<file path="src/rtl/uart_device_pkg.sv">
// ---------------------------------------------------------------------------
// uart_device_pkg : register offsets, STATUS bits and FSM encodings.
// Revision: 1.0
// ---------------------------------------------------------------------------
`default_nettype none

package uart_device_pkg;

  localparam int DIV_W = 16;

  localparam logic [2:0] OFF_TXDATA = 3'd0;
  localparam logic [2:0] OFF_RXDATA = 3'd1;
  localparam logic [2:0] OFF_STATUS = 3'd2;
  localparam logic [2:0] OFF_BAUD   = 3'd3;
  localparam logic [2:0] OFF_IRQ_EN = 3'd4;

  localparam int ST_TX_FULL   = 0;
  localparam int ST_TX_EMPTY  = 1;
  localparam int ST_RX_EMPTY  = 2;
  localparam int ST_RX_FULL   = 3;
  localparam int ST_RX_OVR    = 4;
  localparam int ST_FRAME_ERR = 5;
  localparam int ST_TX_OVF    = 6;

  typedef enum logic [1:0] {
    S_IDLE  = 2'd0,
    S_START = 2'd1,
    S_DATA  = 2'd2,
    S_STOP  = 2'd3
  } uart_state_e;

endpackage

`default_nettype wire

</file>
<file path="src/rtl/uart_device_sync_fifo.sv">
// ---------------------------------------------------------------------------
// sync_fifo : single-clock FIFO, extra pointer MSB separates full from empty.
// Revision: 1.0
// ---------------------------------------------------------------------------
`default_nettype none

module sync_fifo #(
  parameter int WIDTH = 8,
  parameter int DEPTH = 16
) (
  input  logic             clk_i,
  input  logic             rst_ni,
  input  logic             push,
  input  logic             pop,
  input  logic [WIDTH-1:0] din,
  output logic             full,
  output logic             empty,
  output logic [WIDTH-1:0] dout
);

  localparam int AW = $clog2(DEPTH);

  logic [AW:0]      wptr;
  logic [AW:0]      rptr;
  logic [WIDTH-1:0] mem [DEPTH];
  logic             do_pop;
  logic             do_push;

  assign empty   = (wptr == rptr);
  assign full    = (wptr[AW] != rptr[AW]) && (wptr[AW-1:0] == rptr[AW-1:0]);
  assign do_pop  = pop & ~empty;
  // A pop in the same cycle frees the slot, so a push into a full FIFO is kept.
  assign do_push = push & (~full | do_pop);
  assign dout    = mem[rptr[AW-1:0]];

  always_ff @(posedge clk_i or negedge rst_ni) begin
    if (!rst_ni) begin
      wptr <= '0;
      rptr <= '0;
    end else begin
      if (do_push) wptr <= wptr + 1'b1;
      if (do_pop)  rptr <= rptr + 1'b1;
    end
  end

  always_ff @(posedge clk_i) begin
    if (do_push) mem[wptr[AW-1:0]] <= din;
  end

endmodule

`default_nettype wire

</file>
<file path="src/rtl/uart_device.sv">
// ---------------------------------------------------------------------------
// uart_device : memory-mapped 8N1 UART with TX/RX FIFOs on the device bus.
// Optional interrupt logic under `UART_DEVICE_IRQ_EN. Revision: 1.0
// ---------------------------------------------------------------------------
`default_nettype none

module uart_device
  import uart_device_pkg::*;
#(
  parameter int XLEN        = 64,
  parameter int TX_DEPTH    = 16,
  parameter int RX_DEPTH    = 16,
  parameter int DEFAULT_DIV = 867
) (
  input  logic              clk_i,
  input  logic              rst_ni,
  input  logic              S_DEVICE_strobe_i,
  input  logic [XLEN-1:0]   S_DEVICE_addr_i,
  input  logic              S_DEVICE_rw_i,
  input  logic [XLEN/8-1:0] S_DEVICE_byte_enable_i,
  input  logic [XLEN-1:0]   S_DEVICE_data_i,
  output logic              S_DEVICE_data_ready_o,
  output logic [XLEN-1:0]   S_DEVICE_data_o,
  output logic              uart_tx_o,
  input  logic              uart_rx_i,
  output logic              irq_o
);

  logic [2:0]       off;
  logic             rd;
  logic             wr;
  logic [XLEN-1:0]  rdata;
  logic [DIV_W-1:0] baud_div;
  logic             tx_ovf, rx_ovr, frame_err;
  logic [6:0]       status;
  logic             status_clr;

  logic             tx_push, tx_pop, tx_full, tx_empty;
  logic [7:0]       tx_dout;
  logic             rx_push, rx_pop, rx_full, rx_empty;
  logic [7:0]       rx_dout;
  logic             tx_ovf_evt, rx_ovr_evt, frame_evt;

  uart_state_e      tx_state;
  logic [DIV_W-1:0] tx_cnt, tx_div;
  logic [2:0]       tx_bit;
  logic [7:0]       tx_shift;

  uart_state_e      rx_state;
  logic [DIV_W-1:0] rx_cnt, rx_div;
  logic [2:0]       rx_bit;
  logic [7:0]       rx_shift;
  logic             rx_s1, rx_s2, rx_prev, rx_wait;

  logic             unused;
  assign unused = ^{S_DEVICE_addr_i[XLEN-1:6], S_DEVICE_addr_i[2:0],
                    S_DEVICE_data_i[XLEN-1:16], S_DEVICE_byte_enable_i[XLEN/8-1:2]};

  assign off = S_DEVICE_addr_i[5:3];
  assign rd  = S_DEVICE_strobe_i & ~S_DEVICE_rw_i;
  assign wr  = S_DEVICE_strobe_i &  S_DEVICE_rw_i;

  assign tx_push    = wr & (off == OFF_TXDATA) & S_DEVICE_byte_enable_i[0];
  assign tx_pop     = (tx_state == S_IDLE) & ~tx_empty;
  assign rx_pop     = rd & (off == OFF_RXDATA) & ~rx_empty;
  assign status_clr = rd & (off == OFF_STATUS);
  assign tx_ovf_evt = tx_push & tx_full & ~tx_pop;
  assign rx_ovr_evt = rx_push & rx_full & ~rx_pop;

  always_comb begin
    status               = '0;
    status[ST_TX_FULL]   = tx_full;
    status[ST_TX_EMPTY]  = tx_empty;
    status[ST_RX_EMPTY]  = rx_empty;
    status[ST_RX_FULL]   = rx_full;
    status[ST_RX_OVR]    = rx_ovr;
    status[ST_FRAME_ERR] = frame_err;
    status[ST_TX_OVF]    = tx_ovf;
  end

  sync_fifo #(.WIDTH(8), .DEPTH(TX_DEPTH)) u_tx_fifo (
    .clk_i (clk_i), .rst_ni (rst_ni), .push (tx_push), .pop (tx_pop),
    .din (S_DEVICE_data_i[7:0]), .full (tx_full), .empty (tx_empty), .dout (tx_dout)
  );

  sync_fifo #(.WIDTH(8), .DEPTH(RX_DEPTH)) u_rx_fifo (
    .clk_i (clk_i), .rst_ni (rst_ni), .push (rx_push), .pop (rx_pop),
    .din (rx_shift), .full (rx_full), .empty (rx_empty), .dout (rx_dout)
  );

`ifdef UART_DEVICE_IRQ_EN
  logic [1:0] irq_en;

  always_ff @(posedge clk_i or negedge rst_ni) begin
    if (!rst_ni) begin
      irq_en <= '0;
      irq_o  <= 1'b0;
    end else begin
      if (wr && (off == OFF_IRQ_EN) && S_DEVICE_byte_enable_i[0])
        irq_en <= S_DEVICE_data_i[1:0];
      irq_o <= (irq_en[0] & ~rx_empty) | (irq_en[1] & tx_empty & (tx_state == S_IDLE));
    end
  end
`else
  assign irq_o = 1'b0;
`endif

  always_comb begin
    rdata = '0;
    if (rd) begin
      case (off)
        OFF_TXDATA: rdata[0] = tx_full;
        OFF_RXDATA: begin
          if (rx_empty) rdata[31]  = 1'b1;
          else          rdata[7:0] = rx_dout;
        end
        OFF_STATUS: rdata[6:0] = status;
        OFF_BAUD:   rdata[DIV_W-1:0] = baud_div;
`ifdef UART_DEVICE_IRQ_EN
        OFF_IRQ_EN: rdata[1:0] = irq_en;
`endif
        default:    rdata = '0;
      endcase
    end
  end

  always_ff @(posedge clk_i or negedge rst_ni) begin
    if (!rst_ni) begin
      S_DEVICE_data_ready_o <= 1'b0;
      S_DEVICE_data_o       <= '0;
      baud_div              <= DIV_W'(DEFAULT_DIV);
      tx_ovf                <= 1'b0;
      rx_ovr                <= 1'b0;
      frame_err             <= 1'b0;
    end else begin
      S_DEVICE_data_ready_o <= S_DEVICE_strobe_i;
      S_DEVICE_data_o       <= rdata;
      if (wr && (off == OFF_BAUD)) begin
        if (S_DEVICE_byte_enable_i[0]) baud_div[7:0]  <= S_DEVICE_data_i[7:0];
        if (S_DEVICE_byte_enable_i[1]) baud_div[15:8] <= S_DEVICE_data_i[15:8];
      end
      // A sticky event coinciding with the clearing read wins.
      tx_ovf    <= (tx_ovf    & ~status_clr) | tx_ovf_evt;
      rx_ovr    <= (rx_ovr    & ~status_clr) | rx_ovr_evt;
      frame_err <= (frame_err & ~status_clr) | frame_evt;
    end
  end

  always_ff @(posedge clk_i or negedge rst_ni) begin
    if (!rst_ni) begin
      tx_state  <= S_IDLE;
      tx_cnt    <= '0;
      tx_div    <= '0;
      tx_bit    <= '0;
      tx_shift  <= '0;
      uart_tx_o <= 1'b1;
    end else begin
      case (tx_state)
        S_IDLE: begin
          uart_tx_o <= 1'b1;
          if (!tx_empty) begin
            tx_shift  <= tx_dout;
            tx_cnt    <= '0;
            tx_div    <= baud_div;
            uart_tx_o <= 1'b0;
            tx_state  <= S_START;
          end
        end
        S_START: begin
          if (tx_cnt == tx_div) begin
            tx_cnt    <= '0;
            tx_div    <= baud_div;
            tx_bit    <= '0;
            uart_tx_o <= tx_shift[0];
            tx_state  <= S_DATA;
          end else tx_cnt <= tx_cnt + DIV_W'(1);
        end
        S_DATA: begin
          if (tx_cnt == tx_div) begin
            tx_cnt <= '0;
            tx_div <= baud_div;
            if (tx_bit == 3'd7) begin
              uart_tx_o <= 1'b1;
              tx_state  <= S_STOP;
            end else begin
              tx_bit    <= tx_bit + 3'd1;
              tx_shift  <= {1'b0, tx_shift[7:1]};
              uart_tx_o <= tx_shift[1];
            end
          end else tx_cnt <= tx_cnt + DIV_W'(1);
        end
        S_STOP: begin
          if (tx_cnt == tx_div) tx_state <= S_IDLE;
          else                  tx_cnt   <= tx_cnt + DIV_W'(1);
        end
        default: tx_state <= S_IDLE;
      endcase
    end
  end

  // RX samples the synchronised line at mid-bit: half a period after the start edge, then every period.
  always_ff @(posedge clk_i or negedge rst_ni) begin
    if (!rst_ni) begin
      rx_s1     <= 1'b1;
      rx_s2     <= 1'b1;
      rx_prev   <= 1'b1;
      rx_state  <= S_IDLE;
      rx_cnt    <= '0;
      rx_div    <= '0;
      rx_bit    <= '0;
      rx_shift  <= '0;
      rx_wait   <= 1'b0;
      rx_push   <= 1'b0;
      frame_evt <= 1'b0;
    end else begin
      rx_s1     <= uart_rx_i;
      rx_s2     <= rx_s1;
      rx_prev   <= rx_s2;
      rx_push   <= 1'b0;
      frame_evt <= 1'b0;
      case (rx_state)
        S_IDLE: begin
          if (rx_prev && !rx_s2) begin
            rx_cnt   <= '0;
            rx_div   <= baud_div;
            rx_state <= S_START;
          end
        end
        S_START: begin
          if (rx_cnt == (rx_div >> 1)) begin
            rx_cnt   <= '0;
            rx_div   <= baud_div;
            rx_bit   <= '0;
            rx_state <= rx_s2 ? S_IDLE : S_DATA;
          end else rx_cnt <= rx_cnt + DIV_W'(1);
        end
        S_DATA: begin
          if (rx_cnt == rx_div) begin
            rx_cnt   <= '0;
            rx_div   <= baud_div;
            rx_shift <= {rx_s2, rx_shift[7:1]};
            if (rx_bit == 3'd7) rx_state <= S_STOP;
            else                rx_bit   <= rx_bit + 3'd1;
          end else rx_cnt <= rx_cnt + DIV_W'(1);
        end
        S_STOP: begin
          if (rx_wait) begin
            if (rx_s2) begin
              rx_wait  <= 1'b0;
              rx_state <= S_IDLE;
            end
          end else if (rx_cnt == rx_div) begin
            if (rx_s2) begin
              rx_push  <= 1'b1;
              rx_state <= S_IDLE;
            end else begin
              frame_evt <= 1'b1;
              rx_wait   <= 1'b1;
            end
          end else rx_cnt <= rx_cnt + DIV_W'(1);
        end
        default: rx_state <= S_IDLE;
      endcase
    end
  end

endmodule

`default_nettype wire
</file>
<file path="config.mk">
export PLATFORM = sky130hd
export DESIGN_NAME = uart_device
export DESIGN_NICKNAME = d
export VERILOG_FILES = /design/src/rtl/uart_device_pkg.sv /design/src/rtl/uart_device_sync_fifo.sv /design/src/rtl/uart_device.sv
export SDC_FILE = /design/constraint.sdc
export NUM_CORES = 1
export LEC_CHECK = 0
export CAP_MARGIN = 20
export CORE_MARGIN = 2
export CORE_UTILIZATION = 23
export CTS_CLUSTER_DIAMETER = 120
export DETAILED_ROUTE_END_ITERATION = 16
export GPL_ROUTABILITY_DRIVEN = 0
export SLEW_MARGIN = 40
export SYNTH_ARGS = -nofsm -noshare
export SYNTH_HDL_FRONTEND = slang
export SYNTH_SLANG_ARGS = --single-unit
export TNS_END_PERCENT = 50
</file>
<file path="constraint.sdc">
create_clock -name clk_i -period 3.4 [get_ports clk_i]
set_input_delay 0.34 -clock clk_i [delete_from_list [all_inputs] [get_ports clk_i]]
set_output_delay 0.34 -clock clk_i [all_outputs]
set_load 0.02 [all_outputs]
</file>
==> results of run 1 <==
## placed cells by master, fill, tap and decap left out, types with 13 or more instances in the layout
cell type and count:
sky130_fd_sc_hd__edfxtp_1 256, sky130_fd_sc_hd__dfrtp_1 142, sky130_fd_sc_hd__mux4_2 74, sky130_fd_sc_hd__nand2_1 70, sky130_fd_sc_hd__xnor2_1 58, sky130_fd_sc_hd__mux2_2 57, sky130_fd_sc_hd__nor2_1 53, sky130_fd_sc_hd__conb_1 48
sky130_fd_sc_hd__clkbuf_16 46, sky130_fd_sc_hd__o21ai_0 42, sky130_fd_sc_hd__clkdlybuf4s50_1 40, sky130_fd_sc_hd__buf_4 36, sky130_fd_sc_hd__and2_1 30, sky130_fd_sc_hd__xor2_1 24, sky130_fd_sc_hd__ha_1 22, sky130_fd_sc_hd__inv_1 21
sky130_fd_sc_hd__a21oi_1 21, sky130_fd_sc_hd__a22oi_1 20, sky130_fd_sc_hd__nand4_1 20, sky130_fd_sc_hd__o31ai_1 14, sky130_fd_sc_hd__nand3_1 13
## worst paths after layout
| check | from | end | slack (ns) | cells past startpoint |
|---|---|---|---|---|
| hold / removal | rst_ni | rx_div[15] | 0.17 | 2 |
| hold reg to reg | rx_s1 | rx_s2 | 0.36 | 0 |
| setup reg to reg | rx_cnt[0] | rx_div[8] | 0.62 | 6 |
| setup / recovery | rx_cnt[0] | rx_div[8] | 0.62 | 6 |
| min in group clk_i | uart_rx_i | rx_s1 | 0.19 | 1 |
| max in group asynchronous | rst_ni | rx_s2 | 2.19 | 4 |
## per-stage QoR
stage	hold WS, ns	std cells	cell area [µm²]
after floorplan	0.0444	1219	18200
after CTS	0.160	2326	21100
after detailed placement	0.354	2245	19700
final	0.172	2328	21200
after global routing	0.168	2327	21200
after global placement	0.351	2245	19700
## registers in the layout, indices dropped and copies added, names as in the netlist, 8 cells and up, named ones only
name	cells
u_rx_fifo.mem	128
u_tx_fifo.mem	128
S_DEVICE_data_o	17
baud_div	16
rx_cnt	16
rx_div	16
tx_cnt	16
tx_div	16
rx_shift	8
tx_shift	8
## power groups by stage
stage / Combinational (W) / Clock, W / Sequential, W
floorplan: 0.00341 / 0 / 0.00621
global placement: 0.00419 / 0 / 0.00639
detailed placement: 0.00425 / 0 / 0.00642
CTS: 0.00427 / 0.00495 / 0.00632
global route: 0.00460 / 0.00514 / 0.00639
finish: 0.00420 / 0.00481 / 0.00632
## metal layers
layer	share of wire	GRT usage	vias to the layer above	routed length (µm)
met3	0.055	0.0171	57	2070
met1	0.45	0.127	5012	16900
met5	0.00032	0	-	12
li1	-	-	4513	-
met2	0.47	0.150	267	17900
met4	0.024	0.0300	2	907
## cells by family after synthesis
family | after synthesis
compound gates | 144
xor+xnor | 82
flops | 410
fa+ha+maj | 22
mux | 144
buf+inv | 116
simple gates | 253
other cells | 1
## cell type report
| class | count | area, µm² | share of cell area |
|---|---|---|---|
| inverter | 22 | 82.6 | 0.00390 |
| antenna | 1 | 2.50 | 0.000118 |
| sequential | 410 | 11600 | 0.546 |
| timing repair buffer | 82 | 734 | 0.0347 |
| tap | 1040 | 1300 | 0.0615 |
| multi-input combinational | 693 | 6010 | 0.284 |
| clock buffer | 63 | 1280 | 0.0607 |
| clock inverter | 17 | 193 | 0.00910 |
## timing repair
| item | in CTS | in global routing |
|---|---|---|
| setup buffers | 0 | 0 |
| hold buffers | 1 | 0 |
| resized for setup | 0 | 0 |
| endpoints found under the hold margin | 69 | 0 |
==> results.md, run 1 <==
* Outcome: finished, final reports clean
* Worst slew margin relative to its limit at 0.487
* Worst VDD drop at 342 µV
* Synth Instances at 1172
* Post-placement setup slack at 0.381 ns
* Family with the most delay on the worst path: simple AND/OR/NAND/NOR gates
* Slowest Stage Delay on Critical Path at 0.61 ns
* Synth warn at 0
* Post-synthesis cell type with the largest combined area: sky130_fd_sc_hd__edfxtp_1
* Xor-xnor portion of the synthesized cell area at 0.0398
* Largest net degree at the start of global routing at 76
* Buffers and inverters on the worst path at 0
* Actual transition at the worst max-transition pin at 0.768 ns
* Global routing usage summed across all routing layers at 0.0935
* Initial standard-cell utilization of the core at 0.233
* Most common library cells after synthesis: sky130_fd_sc_hd__edfxtp_1, sky130_fd_sc_hd__dfrtp_1, sky130_fd_sc_hd__mux4_2
* Yosys cell types at 72
* Leading register cell type out of synthesis: sky130_fd_sc_hd__edfxtp_1
* Number of max-cap violations at 0
* Routed wire length per instance at 16.2 µm
* Critical path data arrival time at 3.23 ns
* Arithmetic-cell share of the synthesized area counting full adders, half adders and majority gates at 0.0152
* Number of port buffers at 44
* Detailed-routing iteration count for the pre-antenna-repair pass at 5
* Leading cell type by number of instances after synthesis: sky130_fd_sc_hd__edfxtp_1
* Clk Tree Root Cell: sky130_fd_sc_hd__clkbuf_16
* Min-delay worst type: input pin to asynchronous set/reset pin
* Antenna viol nets, final at 0
* Number of placement rows at 102
* Yosys reg bits at 410
* Fraction of post-synthesis cell area in the top cell type by area at 0.426
* Vias in the first global route at 9995
* Leakage component of the power at 7.65 nW
* Compound-cell area share of the yosys netlist at 0.0552
* Die Area at 80800 µm²
* Count of flip-flops with a built-in enable after synthesis at 256
* Unrepaired setup endpoints after global routing: no
* Final Util at 0.273
* TNS Setup at 0 ns
* Die W at 284 µm
* Mux share of post-synthesis cell area at 0.138
* Cts bufs inserted at 45
* Slowest cell on the critical path: sky130_fd_sc_hd__nor4_2
* Proportion of synthesized chip area in sequential cells at 0.640
* Antenna violations before repair at 3
* Clock insertion delay at the later pin of the skew report at 0.59 ns
* Critical path data required time at 3.85 ns
* Crit-path max FO at 27
* Vias after detailed routing at 9851
* Flop pwr share at 0.412
* Worst clock skew at 0.0362 ns
* List of cells traversed by the critical path: xnor2_1, nand4_1, nor4_2, a22oi_2, nor2_8, mux2_2
* Sw Pwr at 0.00474 W
* Worst Setup End Kind: flip-flop
* Clock period minus worst slack at 2.78 ns
* Estimated wirelength of the detail-placed design at 25.9 mm
* Final critical-path setup slack at 0.615 ns
* Startpoint class of the critical path: flip-flop
* Finish-stage setup viols at 0
* Part of the power in combinational logic at 0.274
* Max Slew Vio Count at 0
* H-tree Lvls at 2
* Sw frac at 0.309
* Power density normalized to cell area at 724 nW/µm²
* Wire length of the first global-routing pass at 59.5 mm
* Share of cells above drive strength 1 at 0.218
* Height of the die at 284 µm
* Mapped cell area at 18100 µm²
* Final-layout fill cell count at 7836
* Share of async-settable or async-resettable flops after synthesis at 0.376
* Total Routed Length at 37.8 mm
* Crit Path Class: flip-flop to flip-flop
* Layout Nets at 1417
* Area growth from synthesis to final layout at 17.2%
* Internal cell power at 0.0106 W
* Count of final hold-check violations at 0
* Simple logic cell fraction of the synthesized area at 0.0747
* DRC violation total after the first TritonRoute iteration at 626
* Gr ovfl total at 0
* Combinational family with the most area after synthesis: multiplexers
* Area of the core at 77600 µm²
* Maximum frequency from static timing analysis at 359 MHz
* Final cycle utilization of the critical path at 0.819
* Io pins at 208
* Most area-consuming cells after synthesis: sky130_fd_sc_hd__edfxtp_1, sky130_fd_sc_hd__dfrtp_1, sky130_fd_sc_hd__mux4_2
* Register clock-pin slew on the reported worst setup and hold paths at 0.06 ns
* CTS Buffer Depth at 3
* Per-instance average area after synthesis at 15.4 µm²
* DRC violation count after routing at 0
* Total power draw at 0.0153 W
* Total clock sinks at 410
* Clk network pwr share at 0.314
* Vias per cell at 4.23
* Clock tree from TritonCTS: done
Note: power is estimated with default switching activity, not from simulation.
==> run 2: changes to the inputs <==
Clock period 3.4 ns to 2.35 ns, I/O delays scaled along.
==> results.md, run 2 (same netlist as run 1, synthesis figures left out) <==
* Outcome: complete, but fails checks
* Violations in the final reports: negative setup slack
* Vias after detailed routing at 10361
* Vias in the first global route at 10631
* Share of cells above drive strength 1 at 0.293
* Clk network pwr share at 0.326
* Number of port buffers at 44
* Number of placement rows at 102
* Flop pwr share at 0.375
* Startpoint class of the critical path: flip-flop
* Gr ovfl total at 0
* Leakage component of the power at 8.39 nW
* DRC violation count after routing at 0
* Clock tree from TritonCTS: done
* Critical path data required time at 2.81 ns
* Clock insertion delay at the later pin of the skew report at 0.59 ns
* Worst clock skew at 0.0328 ns
* Clock period minus worst slack at 2.39 ns
* Antenna viol nets, final at 0
* Critical path data arrival time at 2.84 ns
* Post-Place Cell Area at 20600 µm²
* Total Routed Length at 40.3 mm
* Layout Nets at 1525
* Maximum frequency from static timing analysis at 419 MHz
* Register clock-pin slew on the reported worst setup and hold paths at 0.06 ns
* Clk Tree Root Cell: sky130_fd_sc_hd__clkbuf_16
* Total power draw at 0.0243 W
* Worst VDD drop at 776 µV
* Met2 demand-to-capacity share in global routing at 0.162
* Actual transition at the worst max-transition pin at 0.823 ns
* Estimated wirelength of the detail-placed design at 27.6 mm
* Wire length of the first global-routing pass at 62.9 mm
* Area growth from synthesis to final layout at 24.9%
* Internal cell power at 0.0170 W
* Worst Hold Slack at 0.0696 ns
* Final critical-path setup slack at -0.0356 ns
* Worst Setup End Kind: flip-flop
* Final-layout fill cell count at 7741
* Antenna violations before repair at 3
* Number of max-cap violations at 0
* Die W at 284 µm
* Height of the die at 284 µm
* Total non-filler cell area in the finished layout at 22600 µm²
* Filler-free cell count of the finished design at 2442
* Finish-stage setup viols at 16
* Leading cell types in the layout, fill and taps excluded: sky130_fd_sc_hd__edfxtp_1, sky130_fd_sc_hd__dfrtp_1, sky130_fd_sc_hd__buf_4
* Sw Pwr at 0.00727 W
* Cts bufs inserted at 45
* Max Slew Vio Count at 0
* Die Area at 80800 µm²
* DRC violation total after the first TritonRoute iteration at 805
* Dpl cells at 2343
* Most common library cell in the layout ignoring fill and taps: sky130_fd_sc_hd__edfxtp_1
* Vias per cell at 4.24
* Sw frac at 0.299
* Most utilized layer in the global route result: met2
* Unrepaired setup endpoints after global routing: yes
* Worst slew margin relative to its limit at 0.450
* Detailed-routing iteration count for the pre-antenna-repair pass at 5
* Final cycle utilization of the critical path at 1.02
* Global routing usage summed across all routing layers at 0.0989
* CTS Buffer Depth at 3
* Io pins at 208
* Total clock sinks at 410
* Power density normalized to cell area at 1080 nW/µm²
* Crit Path Class: flip-flop to flip-flop
* Largest net degree at the start of global routing at 62
* Crit-path max FO at 11
* Initial standard-cell utilization of the core at 0.233
* Routed wire length per instance at 16.5 µm
* GR Layer Usage met1 at 0.133
* H-tree Lvls at 2
* GR Layer Usage met3 at 0.0204
* Min-delay worst type: input pin to flip-flop
* Area of the core at 77600 µm²
* Count of final hold-check violations at 0
* Part of the power in combinational logic at 0.299
run 2: changes by cell type in the layout (fill, tap and decap cells not counted), moves of 3 or more:
cell / before / now
sky130_fd_sc_hd__o21ai_1: 1 / 5
sky130_fd_sc_hd__xnor2_1: 58 / 54
sky130_fd_sc_hd__clkbuf_1: 10 / 3
sky130_fd_sc_hd__xnor2_2: 0 / 4
sky130_fd_sc_hd__buf_4: 36 / 124
sky130_fd_sc_hd__clkinvlp_4: 0 / 3
sky130_fd_sc_hd__bufinv_16: 2 / 10
sky130_fd_sc_hd__buf_12: 0 / 20
sky130_fd_sc_hd__o21ai_0: 42 / 38
run 2: repair_timing:
item / in CTS / in global routing
buffers inserted: 4 / 7
hold buffers: 1 / 0
endpoints found under the setup margin: 45 / 68
resized for setup: 2 / 22
pin swaps: 1 / 11
hold endpoints to repair: 56 / 0
run 2: critical path, stage by stage, from the launching register on:
cell                      delay (ns)
sky130_fd_sc_hd__dfrtp_1        0.38
sky130_fd_sc_hd__xor2_1         0.18
sky130_fd_sc_hd__or4_4          0.54
sky130_fd_sc_hd__o41ai_4        0.33
sky130_fd_sc_hd__a22oi_2        0.17
sky130_fd_sc_hd__nor2_8         0.17
sky130_fd_sc_hd__buf_12         0.14
sky130_fd_sc_hd__mux2_2         0.33
run 2: path summary, 6_finish.rpt:
check | slack (ns) | cells after the start | start | end
hold reg to reg | 0.36 | 0 | rx_s1 | rx_s2
min in group asynchronous | 0.21 | 2 | rst_ni | rx_bit[1]
setup reg to reg | -0.04 | 7 | rx_cnt[14] | rx_div[14]
max in group asynchronous | 1.41 | 3 | rst_ni | uart_tx_o
hold / removal | 0.07 | 1 | uart_rx_i | rx_s1
setup / recovery | -0.04 | 7 | rx_cnt[14] | rx_div[14]
run 2: layer usage:
layer,vias to the layer above,part of all wire
met5,-,0
met4,0,0.026
met3,73,0.054
met2,286,0.48
met1,5271,0.44
li1,4731,-
run 2: through the flow:
step,worst slack [ns],TNS (ns),utilization
after floorplan,-0.153,-2.75,-
after global placement,-0.370,-35.90,0.266
after detailed placement,-0.329,-31.83,0.266
after CTS,-0.0326,-0.351,0.289
after global routing,-0.141,-2.35,0.291
final,-0.0356,-0.432,0.291
run 2: cell type report:
class | instances | area [µm²] | share of cell area
Antenna cell | 3 | 7.51 | 0.000333
Tap cell | 1040 | 1300 | 0.0577
Sequential cell | 410 | 11600 | 0.512
Inverter | 22 | 82.6 | 0.00366
Timing Repair Buffer | 190 | 1790 | 0.0795
Clock inverter | 27 | 450 | 0.0200
Multi-Input combinational cell | 693 | 6110 | 0.271
Clock buffer | 57 | 1270 | 0.0561
run 2: power by group through the flow:
stage               Clock, W  Sequential, W  Combinational (W)
floorplan                  0        0.00898            0.00493
CTS                  0.00809        0.00910            0.00702
finish               0.00792        0.00911            0.00727
detailed placement         0        0.00924            0.00689
global route         0.00841        0.00920            0.00790
global placement           0        0.00920            0.00675
==> RTL edit 1, RTL diff (settings of run 2) <==
Add a define of `UART_DEVICE_IRQ_EN`.
--- a/src/rtl/uart_device.sv
+++ b/src/rtl/uart_device.sv
@@ -4,4 +4,6 @@
 // ---------------------------------------------------------------------------
 `default_nettype none
+
+`define UART_DEVICE_IRQ_EN
 
 module uart_device
Function: changed (a bounded check fails within 4 cycles, from zero or initial values and one cycle with rst_ni low).
==> RTL edit 1 against run 2 <==
Setup slack improved by 86 ps. Clock power decreased by 16%. Die area increased by 0.21%. Area after synthesis increased by 0.21%. Power decreased by 7.0%. Design area decreased by 0.76%. Sequential cell count increased by 3. Cell count decreased by 0.94%. Critical path depth unchanged. Wire length increased by 0.27%. Worst hold slack improved by 10 ps.
==> RTL edit 1: results (changes against run 2) <==
Peak supply drop: 0.6249 mV (-19%)
Met3 usage: 2.087% (+0.048 points)
List of most frequent post-synthesis cells: 256 x edfxtp_1, 147 x dfrtp_1, 73 x mux4_2, 63 x mux2_2, 54 x nand2_1
Worst-path fanout max: 19 (+8)
Later-pin clock latency in the skew report: 580 ps
Area after DPL: 0.02090 mm2 (+1.3%)
Top cells by area, synth: edfxtp_1 42%, dfrtp_1 20%, mux4_2 9.1%
Crit path capture type: flip-flop
Worst setup path start: rx_div[14]
M1 wire length: 17,880 um (+0.74%)
Antenna violations before repair: 3 (unchanged)
Post-synthesis compound-gate area fraction: 4.584% (-0.94 points)
Nets: 1,505 (-1.3%)
Hold EP: rx_s1
Via count: 10,110 (-2.5%)
Post-DP HPWL: 28,120 um (+1.9%)
Worst Reg-to-Reg Cells: 7 (unchanged)
DRT Pass-1 Iters: 5 (unchanged)
Synth Area in Adders: 1.521% (-0.0033 points)
Global-route wire length before repair: 62,810 um (-0.18%)
Routed WL per cell: 16.71 um (+1.2%)
Status: completed
Slowest cell on the critical path: or4_4
Metal2 WL: 19,760 um (+2.2%)
Setup bufs post-CTS: 0 (-4)
Met3 wire length: 2019 um (-7.6%)
Seq/Total Area, Yosys: 64.26% (+0.28 points)
Worst min path class: in2reg
Dpl cells: 2,332 (-0.47%)
EDFF count, synth: 256 (unchanged)
R2r endpoint: rx_div[8]
Post-Route WL: 40,420 um (+0.27%)
Met2 usage: 16.76% (+0.60 points)
F_max: 0.4349 GHz (+3.8%)
PortBufs: 45 (+2.3%)
Yosys cell types: 63 (-13%)
Syn. warnings: 0 (unchanged)
Number of global-route vias before repair: 10,660 (+0.25%)
XOR/XNOR share of the synthesized area: 4.017% (+0.040 points)
CP arrival: 2750 ps (-90 ps)
Syn_area_per_cell: 15.59 um2 (+1.2%)
R2R setup slack: 50 ps (+90 ps)
Post-CTS Resized: 5 (+3)
Worst slew pin tran: 771.1 ps (-51.63 ps)
Initial DRC count: 781 (-3.0%)
Worst Hold Launch: uart_rx_i
Highest routed layer: met5
Total Routing Usage GR: 9.920% (+0.035 points)
Met1 Use GR: 12.97% (-0.31 points)
Worst r2r src: rx_div[14]
CTS Buf Count: 45 (unchanged)
Layout Skew: 15.33 ps (-17.48 ps)
Largest net degree at the start of global routing: 67 (+8.1%)
Final hold slack: 80.09 ps (+10.47 ps)
Ys flop type: edfxtp_1
Placement Setup Slack: -241.9 ps (+87.28 ps)
Share of layout cells above drive strength 1: 27.87% (-1.4 points)
Pleak: 8.319 nW (-0.81%)
Mux cell area share after synthesis: 14.66% (+0.88 points)
FFs w/ async S/R, synth: 38.01% (+0.45 points)
[RTL edit 1: kinds of logic after synthesis]
group | after synthesis
AO/OA/AOI/OAI | 124
XOR/XNOR | 83
adder cells (fa/ha/maj) | 22
buffers and inverters | 120
flip-flops | 413
multiplexers | 161
other | 1
AND/OR/NAND/NOR | 237
[RTL edit 1: final cells by class]
class / instances / area (um2)
timing repair buffer: 183 / 1934
tap: 1040 / 1301
fill: 7727 / 55330
inverter: 25 / 93.84
clock inverter: 14 / 138.9
antenna: 1 / 2.502
sequential: 413 / 11630
clock buffer: 69 / 1266
multi-input combinational: 674 / 6020
[RTL edit 1: power by group]
part,leakage [nW],internal (mW),switching (mW)
logic,3.28,3.33,3.26
clock network,0.680,3.85,2.84
registers,4.36,8.56,0.770
[RTL edit 1: worst max-delay path, delay by kind of cell, from the launching register on]
family | cells | cell delay, ps
AOI/OAI and AO/OA | 2 | 260
xor gates and xnor gates | 1 | 160
buffers and inverters | 1 | 180
DFF | 1 | 420
muxes | 1 | 340
and+or+nand+nor | 2 | 790
==> RTL edit 2, RTL diff (flow settings as in run 2) <==
Made on the original files. Re-encode `uart_state_e` (4 states) as one-hot, 4 bits wide.
--- a/src/rtl/uart_device_pkg.sv
+++ b/src/rtl/uart_device_pkg.sv
@@ -23,9 +23,9 @@
   localparam int ST_TX_OVF    = 6;
 
-  typedef enum logic [1:0] {
-    S_IDLE  = 2'd0,
-    S_START = 2'd1,
-    S_DATA  = 2'd2,
-    S_STOP  = 2'd3
+  typedef enum logic [3:0] {
+    S_IDLE  = 4'b0001,
+    S_START = 4'b0010,
+    S_DATA  = 4'b0100,
+    S_STOP  = 4'b1000
   } uart_state_e;
 
Formal check against the unedited RTL: same outputs for any inputs over 4 cycles, from zero or initial values and one cycle with rst_ni low; so few cycles prove little.
==> RTL edit 2 against run 2 <==
Synthesized cell count increased by 3.9%. Largest cell class unchanged. Power decreased by 12%. Sequential cell count up 4. The run still ends with setup timing left. Count of clock-buffer cells in the layout shrank 1. First-iteration DRC count grew 7.3%. Design area down 0.14%. Core utilization is 0.42 points lower. Setup slack lost 37 ps. Wire length up 0.33%. Via count up 1.6%. Fmax decreased by 1.5%. Area after synthesis rose by 0.82%. Sequential share of layout area increased by 0.55 points.
==> RTL edit 2: results (changes against run 2) <==
Global-route wire length before repair: 62,730 um (-0.31%)
Initial DRC count: 864 (+7.3%)
Final hold slack: 70.98 ps (+1.359 ps)
Setup ws final: -72.77 ps (-37.19 ps)
Met3 wire length: 1888 um (-14%)
Worst Reg-to-Reg Cells: 8 (+1)
Slowest cell on the critical path: or3b_4
Yosys cell types: 72 (unchanged)
Nets: 1,555 (+2.0%)
Layout Skew: 20.24 ps (-12.57 ps)
Metal2 WL: 19,410 um (+0.38%)
Post-DP HPWL: 27,560 um (-0.10%)
Synth Area in Adders: 1.100% (-0.42 points)
Failing checks: setup timing
Dpl cells: 2,389 (+2.0%)
List of most frequent post-synthesis cells: 256 x edfxtp_1, 146 x dfrtp_1, 120 x nand2_1, 80 x mux4_2, 57 x nor2_1
Met2 usage: 16.17% (about the same)
Placement Setup Slack: -183.8 ps (+145.4 ps)
Mux cell area share after synthesis: 13.24% (-0.55 points)
Worst-path fanout max: 8 (-3)
Post-synthesis compound-gate area fraction: 4.666% (-0.86 points)
Setup bufs post-CTS: 6 (+2)
Later-pin clock latency in the skew report: 570 ps (-20 ps)
XOR/XNOR share of the synthesized area: 4.117% (+0.14 points)
CP arrival: 2870 ps (+30 ps)
Largest net degree at the start of global routing: 59 (-4.8%)
Final setup vio count: 16 (unchanged)
Peak supply drop: 0.5181 mV (-33%)
Pleak: 8.515 nW (+1.5%)
Antenna diodes: 0 (-3)
Worst slew pin tran: 817.4 ps (-5.341 ps)
Share of layout cells above drive strength 1: 28.64% (-0.67 points)
Routed WL per cell: 16.27 um (-1.4%)
Total Routing Usage GR: 9.776% (-0.11 points)
Met1 Use GR: 13.36% (+0.081 points)
Worst r2r src: rx_cnt[7]
Highest routed layer: met5
DRT Pass-1 Iters: 5 (unchanged)
Status: finished, violations left
Vias/cell: 4.234 (-0.20%)
FFs w/ async S/R, synth: 38.16% (+0.60 points)
Final TNS setup: -770.3 ps (-338.4 ps)
Non-Filler Instances: 2,485 (+1.8%)
Area after DPL: 0.02070 mm2 (+0.33%)
Post-CTS Resized: 8 (+6)
Number of global-route vias before repair: 10,680 (+0.49%)
Worst min path class: in2reg
Antenna violations before repair: 3 (unchanged)
Met3 usage: 1.592% (-0.45 points)
M1 wire length: 18,360 um (+3.4%)
Crit path largest cell delay: 440 ps (-100 ps)
## RTL edit 2: cell count changes after synthesis, moves of 11 or more
cell | before | now
xnor2_1 | 58 | 37
mux2_2 | 57 | 38
clkbuf_1 | 20 | 34
nand2_1 | 70 | 120
a22oi_1 | 20 | 9
xor2_1 | 24 | 43
o21ai_0 | 42 | 17
## RTL edit 2: cell families (layout without fill, tap and decap cells)
| family | Yosys count | in the layout |
|---|---|---|
| AND/OR/NAND/NOR | 323 | 323 |
| XOR/XNOR | 83 | 83 |
| buffers and inverters | 132 | 302 |
| flip-flops | 414 | 414 |
| adder cells (fa/ha/maj) | 16 | 16 |
| other | 1 | 48 |
| AO/OA/AOI/OAI | 118 | 118 |
| multiplexers | 131 | 131 |
## RTL edit 2: power breakdown
part | leakage, nW | internal (mW) | switching, mW
combinational | 3.34 | 2.66 | 2.82
clock | 0.733 | 4.24 | 2.94
sequential | 4.45 | 8.28 | 0.527
## RTL edit 2: final cells by class
type	count	area (um2)
tap	1050	1314
timing repair inverter	2	13.76
clock inverter	28	354.1
multi-input combinational	719	6187
timing repair buffer	195	1749
inverter	21	83.83
sequential	414	11660
clock buffer	56	1167
fill	7907	56080
## RTL edit 2: worst max path at each step
| stage | depth (start not counted) | slack, ps | endpoint | from |
|---|---|---|---|---|
| final | 8 | -70 | rx_div[12] | rx_cnt[7] |
| after global routing | 8 | -130 | rx_div[12] | rx_cnt[9] |
| after CTS | 9 | -100 | rx_div[12] | rx_cnt[2] |
| after detailed placement | 9 | -180 | u_tx_fifo.mem[9][5] | S_DEVICE_addr_i[5] |
| after global placement | 9 | -290 | u_tx_fifo.mem[3][1] | S_DEVICE_addr_i[5] |
| after floorplan | 6 | -160 | u_tx_fifo.mem[4][0] | u_tx_fifo.rptr[1] |
